--- config.mk ---
export PLATFORM = sky130hd
export DESIGN_NAME = cordic_acc_scheduler_flat
export DESIGN_NICKNAME = d
export VERILOG_FILES = /design/src/rtl/cordic_acc_scheduler_if.sv /design/src/rtl/cordic_acc_scheduler.sv /design/src/flat_wrapper.sv
export SDC_FILE = /design/constraint.sdc
export NUM_CORES = 1
export LEC_CHECK = 0
export CORE_MARGIN = 4
export CORE_UTILIZATION = 30
export DETAILED_ROUTE_END_ITERATION = 16
export PLACE_DENSITY = 0.51
export SLEW_MARGIN = 10
export SYNTH_ARGS = -nofsm -noshare
export SYNTH_HDL_FRONTEND = slang
export SYNTH_SLANG_ARGS = --single-unit
--- constraint.sdc ---
create_clock -name clk -period 5.97 [get_ports clk]
set_input_delay 1.791 -clock clk [delete_from_list [all_inputs] [get_ports clk]]
set_output_delay 1.791 -clock clk [all_outputs]
set_load 0.1 [all_outputs]
--- src/rtl/cordic_acc_scheduler_if.sv ---
// Bus bundle between the CPU-side Avalon-MM slave, the scheduler and the CORDIC datapath.
// Handshakes:
//   Avalon: a read/write is taken in the first cycle it is asserted with waitreq=0; the master
//   holds address/writedata/strobe while waitreq=1. readdata is meaningful only when read=1 and
//   waitreq=0.
//   Datapath: an operand transfers in every cycle dp_in_valid=1. dp_in_valid is raised only when
//   dp_in_ready=1 and is never raised speculatively. dp_done is a one-cycle pulse per finished
//   operand.
interface cordic_acc_scheduler_if;
  logic        address;
  logic        write;
  logic        read;
  logic [31:0] writedata;
  logic [31:0] readdata;
  logic        waitreq;
  logic        dp_in_valid;
  logic [31:0] dp_in_data;
  logic        dp_in_ready;
  logic        dp_done;
  logic [31:0] dp_acc;
  logic        dp_acc_clear;

  modport slave (
    input  address, write, read, writedata, dp_in_ready, dp_done, dp_acc,
    output readdata, waitreq, dp_in_valid, dp_in_data, dp_acc_clear
  );

  modport master (
    output address, write, read, writedata, dp_in_ready, dp_done, dp_acc,
    input  readdata, waitreq, dp_in_valid, dp_in_data, dp_acc_clear
  );
endinterface

--- src/rtl/cordic_acc_scheduler.sv ---
// Operand FIFO, issue/in-flight tracking and drain-before-read/clear sequencer for the CORDIC
// accumulate datapath. Optional stall counter: define CORDIC_SCHED_PERF_EN.
module cordic_acc_scheduler #(
  parameter int FIFO_DEPTH   = 8,
  parameter int MAX_INFLIGHT = 16
) (
  input  logic                   clk,
  input  logic                   reset_n,
  cordic_acc_scheduler_if.slave  bus,
  output logic [1:0]             dbg_state
);

  localparam int AW = $clog2(FIFO_DEPTH);
  localparam int CW = AW + 1;
  localparam logic [CW-1:0] DEPTH_C = CW'(FIFO_DEPTH);
  localparam logic [7:0]    MAX_C   = 8'(MAX_INFLIGHT);

  typedef enum logic [1:0] {
    IDLE      = 2'd0,
    DRAIN_RD  = 2'd1,
    DRAIN_CLR = 2'd2
  } state_t;

  state_t          state, state_nxt;
  logic [31:0]     mem [FIFO_DEPTH];
  logic [AW-1:0]   wr_ptr, rd_ptr;
  logic [CW-1:0]   fifo_count;
  logic [7:0]      inflight;
  logic            err;

  logic req_wr0, req_wr1, req_rd0, req_rd1;
  logic full, drained, push, issue, done_ok, bad_done;
  logic hold, fsm_wait, acc_rd, acc_clear;
  logic [31:0] status_word;

  // Write wins when the master (illegally) raises both strobes.
  assign req_wr0 = bus.write && !bus.address;
  assign req_wr1 = bus.write &&  bus.address;
  assign req_rd0 = bus.read  && !bus.write && !bus.address;
  assign req_rd1 = bus.read  && !bus.write &&  bus.address;

  assign full     = (fifo_count == DEPTH_C);
  assign drained  = (fifo_count == '0) && (inflight == '0);
  assign push     = req_wr0 && !full;
  assign issue    = (fifo_count != '0) && bus.dp_in_ready && (inflight < MAX_C);
  assign done_ok  = bus.dp_done && (inflight != '0);
  assign bad_done = bus.dp_done && (inflight == '0);

  always_ff @(posedge clk or negedge reset_n) begin
    if (!reset_n) state <= IDLE;
    else          state <= state_nxt;
  end

  // A drain state only completes the request it was entered for; if the master has dropped it,
  // whatever is on the bus now is handled exactly as from IDLE.
  always_comb begin
    state_nxt = state;
    hold      = 1'b0;
    fsm_wait  = 1'b0;
    acc_rd    = 1'b0;
    acc_clear = 1'b0;
    case (state)
      DRAIN_RD:  hold = req_rd1;
      DRAIN_CLR: hold = req_wr1;
      default:   hold = 1'b0;
    endcase
    if (hold) begin
      if (drained) begin
        state_nxt = IDLE;
        acc_rd    = (state == DRAIN_RD);
        acc_clear = (state == DRAIN_CLR);
      end else begin
        fsm_wait  = 1'b1;
      end
    end else begin
      state_nxt = IDLE;
      if (req_wr1) begin
        if (drained) acc_clear = 1'b1;
        else begin
          fsm_wait  = 1'b1;
          state_nxt = DRAIN_CLR;
        end
      end else if (req_rd1) begin
        if (drained) acc_rd = 1'b1;
        else begin
          fsm_wait  = 1'b1;
          state_nxt = DRAIN_RD;
        end
      end
    end
  end

  // Full is judged on the registered count, so a pop in the same cycle does not free space.
  assign bus.waitreq      = fsm_wait || (req_wr0 && full);
  assign bus.dp_in_valid  = issue;
  assign bus.dp_in_data   = mem[rd_ptr];
  assign bus.dp_acc_clear = acc_clear;
  assign dbg_state        = state;

  always_ff @(posedge clk) begin
    if (push) mem[wr_ptr] <= bus.writedata;
  end

  always_ff @(posedge clk or negedge reset_n) begin
    if (!reset_n) begin
      wr_ptr     <= '0;
      rd_ptr     <= '0;
      fifo_count <= '0;
    end else begin
      if (push)  wr_ptr <= wr_ptr + AW'(1);
      if (issue) rd_ptr <= rd_ptr + AW'(1);
      case ({push, issue})
        2'b10:   fifo_count <= fifo_count + CW'(1);
        2'b01:   fifo_count <= fifo_count - CW'(1);
        default: fifo_count <= fifo_count;
      endcase
    end
  end

  always_ff @(posedge clk or negedge reset_n) begin
    if (!reset_n) begin
      inflight <= '0;
      err      <= 1'b0;
    end else begin
      case ({issue, done_ok})
        2'b10:   inflight <= inflight + 8'd1;
        2'b01:   inflight <= inflight - 8'd1;
        default: inflight <= inflight;
      endcase
      if (bad_done)       err <= 1'b1;
      else if (acc_clear) err <= 1'b0;
    end
  end

`ifdef CORDIC_SCHED_PERF_EN
  logic [31:0] stall_cnt;

  always_ff @(posedge clk or negedge reset_n) begin
    if (!reset_n)                                 stall_cnt <= '0;
    else if (acc_clear)                           stall_cnt <= '0;
    else if (bus.waitreq && (stall_cnt != '1))    stall_cnt <= stall_cnt + 32'd1;
  end

  assign status_word = stall_cnt;
`else
  assign status_word = {err, 15'b0, inflight, 8'(fifo_count)};
`endif

  always_comb begin
    bus.readdata = '0;
    if (acc_rd)       bus.readdata = bus.dp_acc;
    else if (req_rd0) bus.readdata = status_word;
  end

endmodule

--- src/flat_wrapper.sv ---
// flat-port wrapper written by rule: the top's interface ports become plain ports
module cordic_acc_scheduler_flat 
#(
  parameter int FIFO_DEPTH   = 8,
  parameter int MAX_INFLIGHT = 16
)
  (clk, reset_n, dbg_state, bus_address, bus_write, bus_read, bus_writedata, bus_dp_in_ready, bus_dp_done, bus_dp_acc, bus_readdata, bus_waitreq, bus_dp_in_valid, bus_dp_in_data, bus_dp_acc_clear);
  cordic_acc_scheduler_if bus_i ();
  input  logic clk;
  input  logic reset_n;
  output logic [1:0] dbg_state;
  input wire logic [$bits(bus_i.address)-1:0] bus_address;
  input wire logic [$bits(bus_i.write)-1:0] bus_write;
  input wire logic [$bits(bus_i.read)-1:0] bus_read;
  input wire logic [$bits(bus_i.writedata)-1:0] bus_writedata;
  input wire logic [$bits(bus_i.dp_in_ready)-1:0] bus_dp_in_ready;
  input wire logic [$bits(bus_i.dp_done)-1:0] bus_dp_done;
  input wire logic [$bits(bus_i.dp_acc)-1:0] bus_dp_acc;
  output wire logic [$bits(bus_i.readdata)-1:0] bus_readdata;
  output wire logic [$bits(bus_i.waitreq)-1:0] bus_waitreq;
  output wire logic [$bits(bus_i.dp_in_valid)-1:0] bus_dp_in_valid;
  output wire logic [$bits(bus_i.dp_in_data)-1:0] bus_dp_in_data;
  output wire logic [$bits(bus_i.dp_acc_clear)-1:0] bus_dp_acc_clear;
  assign bus_i.address = bus_address;
  assign bus_i.write = bus_write;
  assign bus_i.read = bus_read;
  assign bus_i.writedata = bus_writedata;
  assign bus_i.dp_in_ready = bus_dp_in_ready;
  assign bus_i.dp_done = bus_dp_done;
  assign bus_i.dp_acc = bus_dp_acc;
  assign bus_readdata = bus_i.readdata;
  assign bus_waitreq = bus_i.waitreq;
  assign bus_dp_in_valid = bus_i.dp_in_valid;
  assign bus_dp_in_data = bus_i.dp_in_data;
  assign bus_dp_acc_clear = bus_i.dp_acc_clear;
  cordic_acc_scheduler #(.FIFO_DEPTH(FIFO_DEPTH), .MAX_INFLIGHT(MAX_INFLIGHT)) u_core (.clk(clk), .reset_n(reset_n), .bus(bus_i), .dbg_state(dbg_state));
endmodule
==> metrics.cfg <==
[timing]
finalCritPeriodShare_pct=90.19
worstMarginPinSlew_ns=1.025
max_freq_mhz=185.7
finClkSkew_ns=0.008576
grt_setup_unrepaired=no
slew_violations=0
finalSetupViolations=0
timing.slew.headroom_pct=31.70
finalSetupTns_ns=0
hold_viol_final=0
period_minus_slack_ns=5.384

[clock_tree]
cts_root_buffer=clkbuf_16
htreeDepth=1
clock-sinks=277
cts_made_buffers=29
clock_latency_ns=0.53
cts_max_path_buffers=3
path_clk_slew_ns=0.06
cts_tree=done
postCtsSetupBuffers=0
ctsResizeCount=0
hold_buffers=0

[floorplan]
ios=140
start_util_pct=30.62
core_area_sq_um=36790
die_h_um=201.8
placementRows=70
die_w_um=201.8
die_area_sq_um=40710

[global_route]
gr-usage-all-layers_pct=12.48
grt_pass1_vias=6502
antenna_found_initial=2
grt_max_degree=67
grt_overflow=0
grt_pass1_wl_mm=39.21

[run_status]
status=finished, final reports clean

[synth]
ys_seq_area_share_pct=72.92
yosysWarnings=0
yosys.area.top_type=edfxtp_1
avgSynthCellArea_sq_um=20.15
syn-instance-count=559
synth_seq_cells=277
netlist.area_leader.share_pct=68.25
synth.net_count=646
yosysUniqueCellTypes=41
synth_top_cells_by_area=edfxtp_1 68%, mux4_2 13%, dfrtp_1 4.7%, mux2_2 3.3%, ha_1 1.6%
syn_area_sq_um=11260

[setup_path]
cp_cell_sequence=clkdlybuf4s50_1 > nand4b_1 > a2111oi_4 > buf_4 > and2_1 > buf_12
crit_buf_inv=3
cp_max_fo=19
required_ns=4.18
crit_arrival_ns=3.59
crit_type=input pin to output port
cp.depth=6
reg2reg_from=u_core.inflight[1]
startpoint=bus_write
critPathMaxStageDelay_ns=0.57
reg2reg_depth=10
startpoint_type=input pin
critPathTopFamily=buffers and inverters
worstReg2RegEnd=u_core.inflight[7]
endpoint_kind=output port
crit_slowest_cell=clkdlybuf4s50_1
regToRegSetupSlack_ns=2.92
timing.critical_path.to=bus_readdata[30]

[placement]
port_buffers=139
place_inst=1160
gp_congestion=0.7248
dp_hpwl_mm=15.84
dpl_cell_area_sq_um=13700

[detailed_routing]
vias_per_cell=4.796
vias=5817
drc=0
wl_mm=25.67
antenna_left=0
drt-initial-drc-count=345
drt_first_pass_iters=4
routedWlPerCell_um=21.16

[layout]
finalInstanceArea_sq_um=14570
drive_above_1_share_pct=27.79
diodes=0
final_common_cell=edfxtp_1
stdcell_count=1213
syn_to_final_growth_pct=29.33
nets=810
fin_util_pct=39.60
final_cell_mix=256 x edfxtp_1, 104 x clkdlybuf4s50_1, 64 x mux4_2

[power_and_ir_drop]
clkPwrFrac_pct=22.1
p_sw_uw=2999
swShare_pct=40.79
p_int_uw=4353
powerDensity_nw_per_um2=504.7
power_frac_comb_pct=42.3
pwr-share-seq_pct=35.6
p_leak_uw=0.004785
vdd_drop_max_uv=493.7

[hold_path]
hp-class=register to register

[run]
maxCapViolations=0

## final cells by class
| class | instances | area, sq um |
|---|---|---|
| Fill cell | 3295 | 22220 |
| Multi-Input combinational cell | 248 | 2945 |
| Inverter | 10 | 37.54 |
| Clock buffer | 34 | 744.5 |
| Sequential cell | 277 | 8222 |
| Clock inverter | 19 | 117.6 |
| Timing Repair Buffer | 157 | 1914 |
| Tap cell | 468 | 585.6 |
## cell families after synthesis
kind of cell             share of synthesized area [%]
AO/OA/AOI/OAI                                    2.966
XOR/XNOR                                         1.166
adder cells (fa/ha/maj)                          1.911
buffers and inverters                            1.422
flip-flops                                       72.92
multiplexers                                     16.29
AND/OR/NAND/NOR                                  3.333
## Yosys cell counts
library cell,count
edfxtp_1,256
mux4_2,64
mux2_2,33
dfrtp_1,21
nand2_1,21
and2_1,19
ha_1,14
a22o_1,13
a21oi_1,11
clkbuf_1,11
nor2_1,11
inv_1,10
o21ai_0,9
xnor2_1,9
buf_2,8
nand2b_1,6
xor2_1,6
nor3_1,4
a21o_1,3
buf_6,3
nand3_1,3
buf_1,2
fa_1,2
nand3b_1,2
o211ai_1,2
a2111oi_4,1
a211o_1,1
a21boi_1,1
a31o_2,1
and2_2,1
and3_1,1
mux2_1,1
mux2i_1,1
nand4b_1,1
nor3b_1,1
nor4_1,1
nor4_2,1
o21ai_1,1
o21bai_1,1
o2bb2ai_1,1
o31a_1,1
## power groups by stage
stage | Sequential, uW | Combinational, uW | Clock (uW)
4_1_cts | 2630 | 3170 | 1680
3_3_place_gp | 2650 | 3120 | 0
6_report | 2610 | 3110 | 1630
2_1_floorplan | 2450 | 2500 | 0
5_1_grt | 2650 | 3280 | 1780
3_5_place_dp | 2660 | 3160 | 0
## layer usage
metal  wire (um)  vias up  global-route usage, %  part of all wire [%]
met5          34        -                      0                  0.13
met4         455        4                  2.612                   1.8
met3        1180       37                  2.482                   4.6
met2       13410      133                  22.52                    52
met1       10590     3046                  15.62                    41
li1            -     2597                      -                     -
## how the worst min path moves through the flow
stage / startpoint / endpoint / slack (ns) / cells after the start
floorplan: u_core.fifo_count[3] / u_core.fifo_count[3] / 0.48 / 1
global placement: u_core.wr_ptr[0] / u_core.wr_ptr[0] / 0.50 / 1
detailed placement: u_core.wr_ptr[0] / u_core.wr_ptr[0] / 0.52 / 1
CTS: u_core.wr_ptr[0] / u_core.wr_ptr[0] / 0.53 / 1
global route: u_core.wr_ptr[0] / u_core.wr_ptr[0] / 0.55 / 1
finish: u_core.wr_ptr[0] / u_core.wr_ptr[0] / 0.53 / 1
## registers in the layout (all words and copies together) (netlist names)
| register | flops |
|---|---|
| u_core.rd_ptr | 3 |
| u_core.fifo_count | 4 |
| u_core.inflight | 8 |
| u_core.dbg_state | 2 |
| u_core.mem | 256 |
| u_core.err | 1 |
| u_core.wr_ptr | 3 |
## metrics by stage
step | worst slack [ns] | hold slack [ns] | power [uW]
floorplan | 0.4011 | 0.4754 | 4954
finish | 0.5858 | 0.5320 | 7352
detailed placement | 0.5851 | 0.5189 | 5825
global route | 0.4720 | 0.5500 | 7707
global placement | 0.6147 | 0.5025 | 5777
CTS | 0.5763 | 0.5273 | 7480
Note: power is estimated with default switching activity, not from simulation.
==> RTL edit 1 (config.mk and constraints unchanged) <==
`FIFO_DEPTH` is set to 8 in 2 places; all go to 32.
--- a/src/rtl/cordic_acc_scheduler.sv
+++ b/src/rtl/cordic_acc_scheduler.sv
@@ -2,5 +2,5 @@
 // accumulate datapath. Optional stall counter: define CORDIC_SCHED_PERF_EN.
 module cordic_acc_scheduler #(
-  parameter int FIFO_DEPTH   = 8,
+  parameter int FIFO_DEPTH   = 32,
   parameter int MAX_INFLIGHT = 16
 ) (
--- a/src/flat_wrapper.sv
+++ b/src/flat_wrapper.sv
@@ -2,5 +2,5 @@
 module cordic_acc_scheduler_flat 
 #(
-  parameter int FIFO_DEPTH   = 8,
+  parameter int FIFO_DEPTH   = 32,
   parameter int MAX_INFLIGHT = 16
 )
Check against the original RTL: no difference found for any inputs over 4 cycles, from zero or initial values and one cycle with reset_n low; that may be too few to reach the edited logic, so the function may still have changed.
==> RTL edit 1 against the original RTL <==
Combinational power grew to 2.6 times the old value. Power rose to 3.1 times the old value. Global-route usage increased by 2.2 points. Synthesized cell count increased to 3.9 times the old value. Synthesized area rose to 3.7 times the old value. Non-clock buffer count increased by 100. Largest power group is now registers. Final area rose to 3.4 times the old value. Sequential cell count up 774. Hold slack got worse by 0.010 ns. Critical path type unchanged. Sequential share of layout area grew 6.8 points. Clock power increased to 3.9 times the old value. Wire length grew to 4.2 times the old value. Worst setup slack lost 0.34 ns.
==> RTL edit 1: results (changes against the original RTL) <==
stage;metric;value;unit;change
sta;Tightest Pin Transition;1.22;ns;was 1.02 ns
global_route;met3 track utilization from global routing;2.38;%;was 2.48%
global_route;met2 usage;23.6;%;was 22.5%
worst_setup_path;peak per-stage delay on the critical path;0.49;ns;was 0.57 ns
placed_design;Post-DP HPWL;66700;um;was 15800 um
synthesis;part of the Yosys area used for sequential elements;75.9;%;was 72.9%
worst_setup_path;arrival time reported for the critical path endpoint;3.94;ns;was 3.59 ns
global_route;fraction of met1 tracks used by global routing;20.6;%;was 15.6%
synthesis;FFs w/ async S/R, synth;2.57;%;was 7.58%
global_route;number of antenna violations at the first check in global routing;6;;was 2
power;P_leak;16.3;nW;was 4.78 nW
synthesis;post-synthesis net count;2269;;was 646
route;number of optimization iterations in the first detailed-route pass;5;;was 4
worst_setup_path;crit-path max FO;32;;was 19
route;total vias in the final route;21600;;was 5817
power;worst supply voltage drop on vdd;0.000516;V;was 0.000494 V
outcome;outcome;completed;;unchanged
route;wire length reported by the detailed router;108000;um;was 25700 um
cells_and_area;fraction of final layout cells with drive strength greater than 1;20.7;%;was 27.8%
synthesis;top post-synthesis cells by count;sky130_fd_sc_hd__edfxtp_1, sky130_fd_sc_hd__mux2i_1, sky130_fd_sc_hd__a22oi_1;;was sky130_fd_sc_hd__edfxtp_1, sky130_fd_sc_hd__mux4_2, sky130_fd_sc_hd__mux2_2
worst_setup_path;CP top delay family;compound AO/OA/AOI/OAI gates;;was buffers and inverters
route;routed length on met2;51400;um;was 13400 um
clock_tree;H-tree level count;3;;was 1
cells_and_area;Regs by FF count;u_core.mem x1024, u_core.inflight x8, u_core.fifo_count x6;;was u_core.mem x256, u_core.inflight x8, u_core.fifo_count x4
synthesis;cell types with the largest area share after synthesis;sky130_fd_sc_hd__edfxtp_1, sky130_fd_sc_hd__mux2i_1, sky130_fd_sc_hd__mux4_2, sky130_fd_sc_hd__a22oi_1, sky130_fd_sc_hd__dfrtp_1;;was sky130_fd_sc_hd__edfxtp_1, sky130_fd_sc_hd__mux4_2, sky130_fd_sc_hd__dfrtp_1, sky130_fd_sc_hd__mux2_2, sky130_fd_sc_hd__ha_1
placed_design;Post-Place Setup Slack;0.244;ns;was 0.585 ns
power;sequential logic power;8.70;mW;was 2.61 mW
route;violation count after the first detailed-route iteration;1872;;was 345
route;met3 wirelength from detailed routing;5500;um;was 1180 um
global_route;pin count of the biggest net entering global routing;78;;was 67
route;DRT met1 WL;49000;um;was 10600 um
power;final total power;23.0;mW;was 7.35 mW
global_route;Total Routing Usage GR;14.6;%;was 12.5%
sta;worst setup skew after layout;0.0165;ns;was 0.00858 ns
placed_design;global placement routability congestion;0.800;;was 0.725
power;Internal;14.7;mW;was 4.35 mW
[RTL edit 1: cell count changes in the layout (fill, tap and decap cells not counted), sizes merged, moves of 26 or more]
cell,before,now
a22o,13,42
clkinv,16,50
buf,53,191
a22oi,0,121
mux4,64,90
clkbuf,34,144
o22ai,0,45
a211oi,0,27
nor2,11,41
clkdlybuf4s50,104,66
mux2i,1,306
edfxtp,256,1024
[RTL edit 1: metrics by stage]
stage | std cells | utilization (%) | cell area [um2] | hold slack (ns)
floorplan | 2177 | - | 41400 | 0.467
global placement | 4099 | 33.8 | 46400 | 0.515
detailed placement | 4099 | 33.8 | 46400 | 0.511
CTS | 4304 | 36.2 | 49700 | 0.533
global route | 4305 | 36.2 | 49700 | 0.552
finish | 4305 | 36.2 | 49700 | 0.522
[RTL edit 1: cells by family after synthesis]
kind of cell | count (synthesis) | synth area share [%]
mux | 425 | 13.1
compound gates | 343 | 6.16
simple gates | 175 | 2.39
fa+ha+maj | 21 | 0.671
flops | 1051 | 75.9
buf+inv | 148 | 1.50
xor+xnor | 14 | 0.296
[RTL edit 1: path summary, 6_finish.rpt]
check	end	from	slack (ns)
setup / recovery	bus_readdata[11]	bus_write	0.24
hold / removal	u_core.err	u_core.err	0.52
setup reg to reg	u_core.fifo_count[5]	u_core.fifo_count[1]	1.84
hold reg to reg	u_core.err	u_core.err	0.52
max in group asynchronous	u_core.rd_ptr[2]	reset_n	4.06
min in group asynchronous	u_core.dbg_state[1]	reset_n	1.53
[RTL edit 1: layout make-up]
class,instances,area [um2],area share [%]
clock buffer,144,2970,5.96
sequential,1051,31400,63.2
multi-input combinational,978,9670,19.4
timing repair buffer,257,2960,5.95
inverter,20,75.1,0.151
tap,1794,2240,4.51
clock inverter,61,375,0.755
==> RTL edit 2 (same settings) <==
Made on the original files. Register the output `dbg_state` once more, without a reset; this adds one clock of latency there. The other outputs are not delayed to match.
--- a/src/rtl/cordic_acc_scheduler.sv
+++ b/src/rtl/cordic_acc_scheduler.sv
@@ -96,5 +96,7 @@
   assign bus.dp_in_data   = mem[rd_ptr];
   assign bus.dp_acc_clear = acc_clear;
-  assign dbg_state        = state;
+  always_ff @(posedge clk) begin
+    dbg_state <= state;
+  end
 
   always_ff @(posedge clk) begin
Function: changed (Yosys sat finds a counterexample within 4 cycles, from zero or initial values and one cycle with reset_n low).
==> RTL edit 2 against the original RTL <==
Wire length decreased by 0.97%. Largest power group unchanged. Final area up 0.36%. Synthesized area increased by 0.36%. Sequential power is 2% higher. Power grew 0.72%. Critical endpoint is now bus_readdata[31]. Clock power increased by 4%. Worst setup slack worse by 0.13 ns. Critical path depth unchanged. Fmax down 2.4%. Via count fell by 1.0%. Register-to-register slack lost 0.16 ns. Sequential cell count is 2 higher. Non-clock buffer count fell by 6. Hold slack worse by 0.10 ns.
==> RTL edit 2: results (changes against the original RTL) <==
stage;metric;value;unit;change
route;total vias in the final route;5758;;was 5817
power;P_leak;4.78;nW;about the same
global_route;number of antenna violations at the first check in global routing;1;;was 2
worst_setup_path;arrival time reported for the critical path endpoint;3.72;ns;was 3.59 ns
route;average wire length per cell after detail routing;20.4;um;was 21.2 um
worst_setup_path;peak per-stage delay on the critical path;0.60;ns;was 0.57 ns
synthesis;FFs w/ async S/R, synth;7.53;%;was 7.58%
outcome;outcome;completed;;unchanged
synthesis;cell types with the largest area share after synthesis;sky130_fd_sc_hd__edfxtp_1, sky130_fd_sc_hd__mux4_2, sky130_fd_sc_hd__dfrtp_1, sky130_fd_sc_hd__mux2_2, sky130_fd_sc_hd__ha_1;;unchanged
route;violation count after the first detailed-route iteration;242;;was 345
power;P_sw;3.01;mW;was 3.00 mW
worst_setup_path;Critical Path Slowest Stage Cell;sky130_fd_sc_hd__clkdlybuf4s50_1;;unchanged
cells_and_area;fillers;3332;;was 3295
worst_hold_path;number of stages on the worst hold path;0;;was 1
worst_setup_path;termination of the worst setup path;bus_readdata[31];;was bus_readdata[30]
worst_setup_path;FF-to-FF setup slack;2.76;ns;was 2.92 ns
global_route;Total Routing Usage GR;12.2;%;was 12.5%
power;worst supply voltage drop on vdd;0.000189;V;was 0.000494 V
sta;worst setup skew after layout;0.00972;ns;was 0.00858 ns
worst_hold_path;Hold Crit Start;u_core.state[0];;was u_core.wr_ptr[0]
clock_tree;number of CTS-inserted buffers;30;;was 29
global_route;number of global-route vias before repair;6427;;was 6502
placed_design;Post-DP HPWL;15100;um;was 15800 um
worst_hold_path;Hold Crit Endpoint;u_core.dbg_state[0];;was u_core.wr_ptr[0]
worst_setup_path;crit-path max FO;32;;was 19
synthesis;part of the Yosys area used for sequential elements;73.0;%;was 72.9%
cells_and_area;number of nets at the end of the flow;807;;was 810
global_route;first-pass GRT wire length;38500;um;was 39200 um
synthesis;post-synthesis net count;648;;was 646
worst_setup_path;beginning of the worst register-to-register path;u_core.inflight[0];;was u_core.inflight[1]
cells_and_area;fraction of final layout cells with drive strength greater than 1;27.2;%;was 27.8%
synthesis;number of different library cells in the post-synthesis netlist;42;;was 41
sta;Tightest Pin Transition;1.10;ns;was 1.02 ns
## RTL edit 2: logic make-up after synthesis
kind of cell             synth area share [%]
flip-flops                               73.0
buffers and inverters                    1.42
AND/OR/NAND/NOR                          3.32
adder cells (fa/ha/maj)                  1.90
multiplexers                             16.2
AO/OA/AOI/OAI                            2.96
XOR/XNOR                                 1.16
## RTL edit 2: routing by layer
| metal | global-route usage (%) | share of wire, % |
|---|---|---|
| met1 | 15.5 | 41 |
| met2 | 20.9 | 50 |
| met3 | 3.77 | 6.4 |
| met4 | 2.62 | 2.1 |
| met5 | 0 | 0.051 |
## RTL edit 2: metrics by stage
stage | area (um2) | std cells | power, mW | setup slack [ns] | hold slack, ns
4_1_cts | 14600 | 1248 | 7.54 | 0.463 | 0.435
3_3_place_gp | 13700 | 1192 | 5.76 | 0.558 | 0.413
2_1_floorplan | 11300 | 561 | 4.97 | 0.401 | 0.391
6_report | 14600 | 1249 | 7.40 | 0.455 | 0.431
5_1_grt | 14600 | 1248 | 7.75 | 0.339 | 0.474
3_5_place_dp | 13700 | 1192 | 5.81 | 0.471 | 0.420
## RTL edit 2: layout make-up
cell class              instances  area share [%]
well taps                     504            4.31
flip-flops and latches        279            56.5
repair buffers                151            12.5
clock buffers                  41            5.70
inverters                      10           0.257
multi-input cells             248            20.1
diodes                          1          0.0171
clock inverters                15           0.522
## RTL edit 2: power by group through the flow
stage / clock network, mW / registers (mW) / logic [mW]
after floorplan: 0 / 2.47 / 2.50
after global placement: 0 / 2.70 / 3.06
after detailed placement: 0 / 2.71 / 3.10
after CTS: 1.76 / 2.67 / 3.11
after global routing: 1.84 / 2.70 / 3.21
final: 1.69 / 2.66 / 3.06
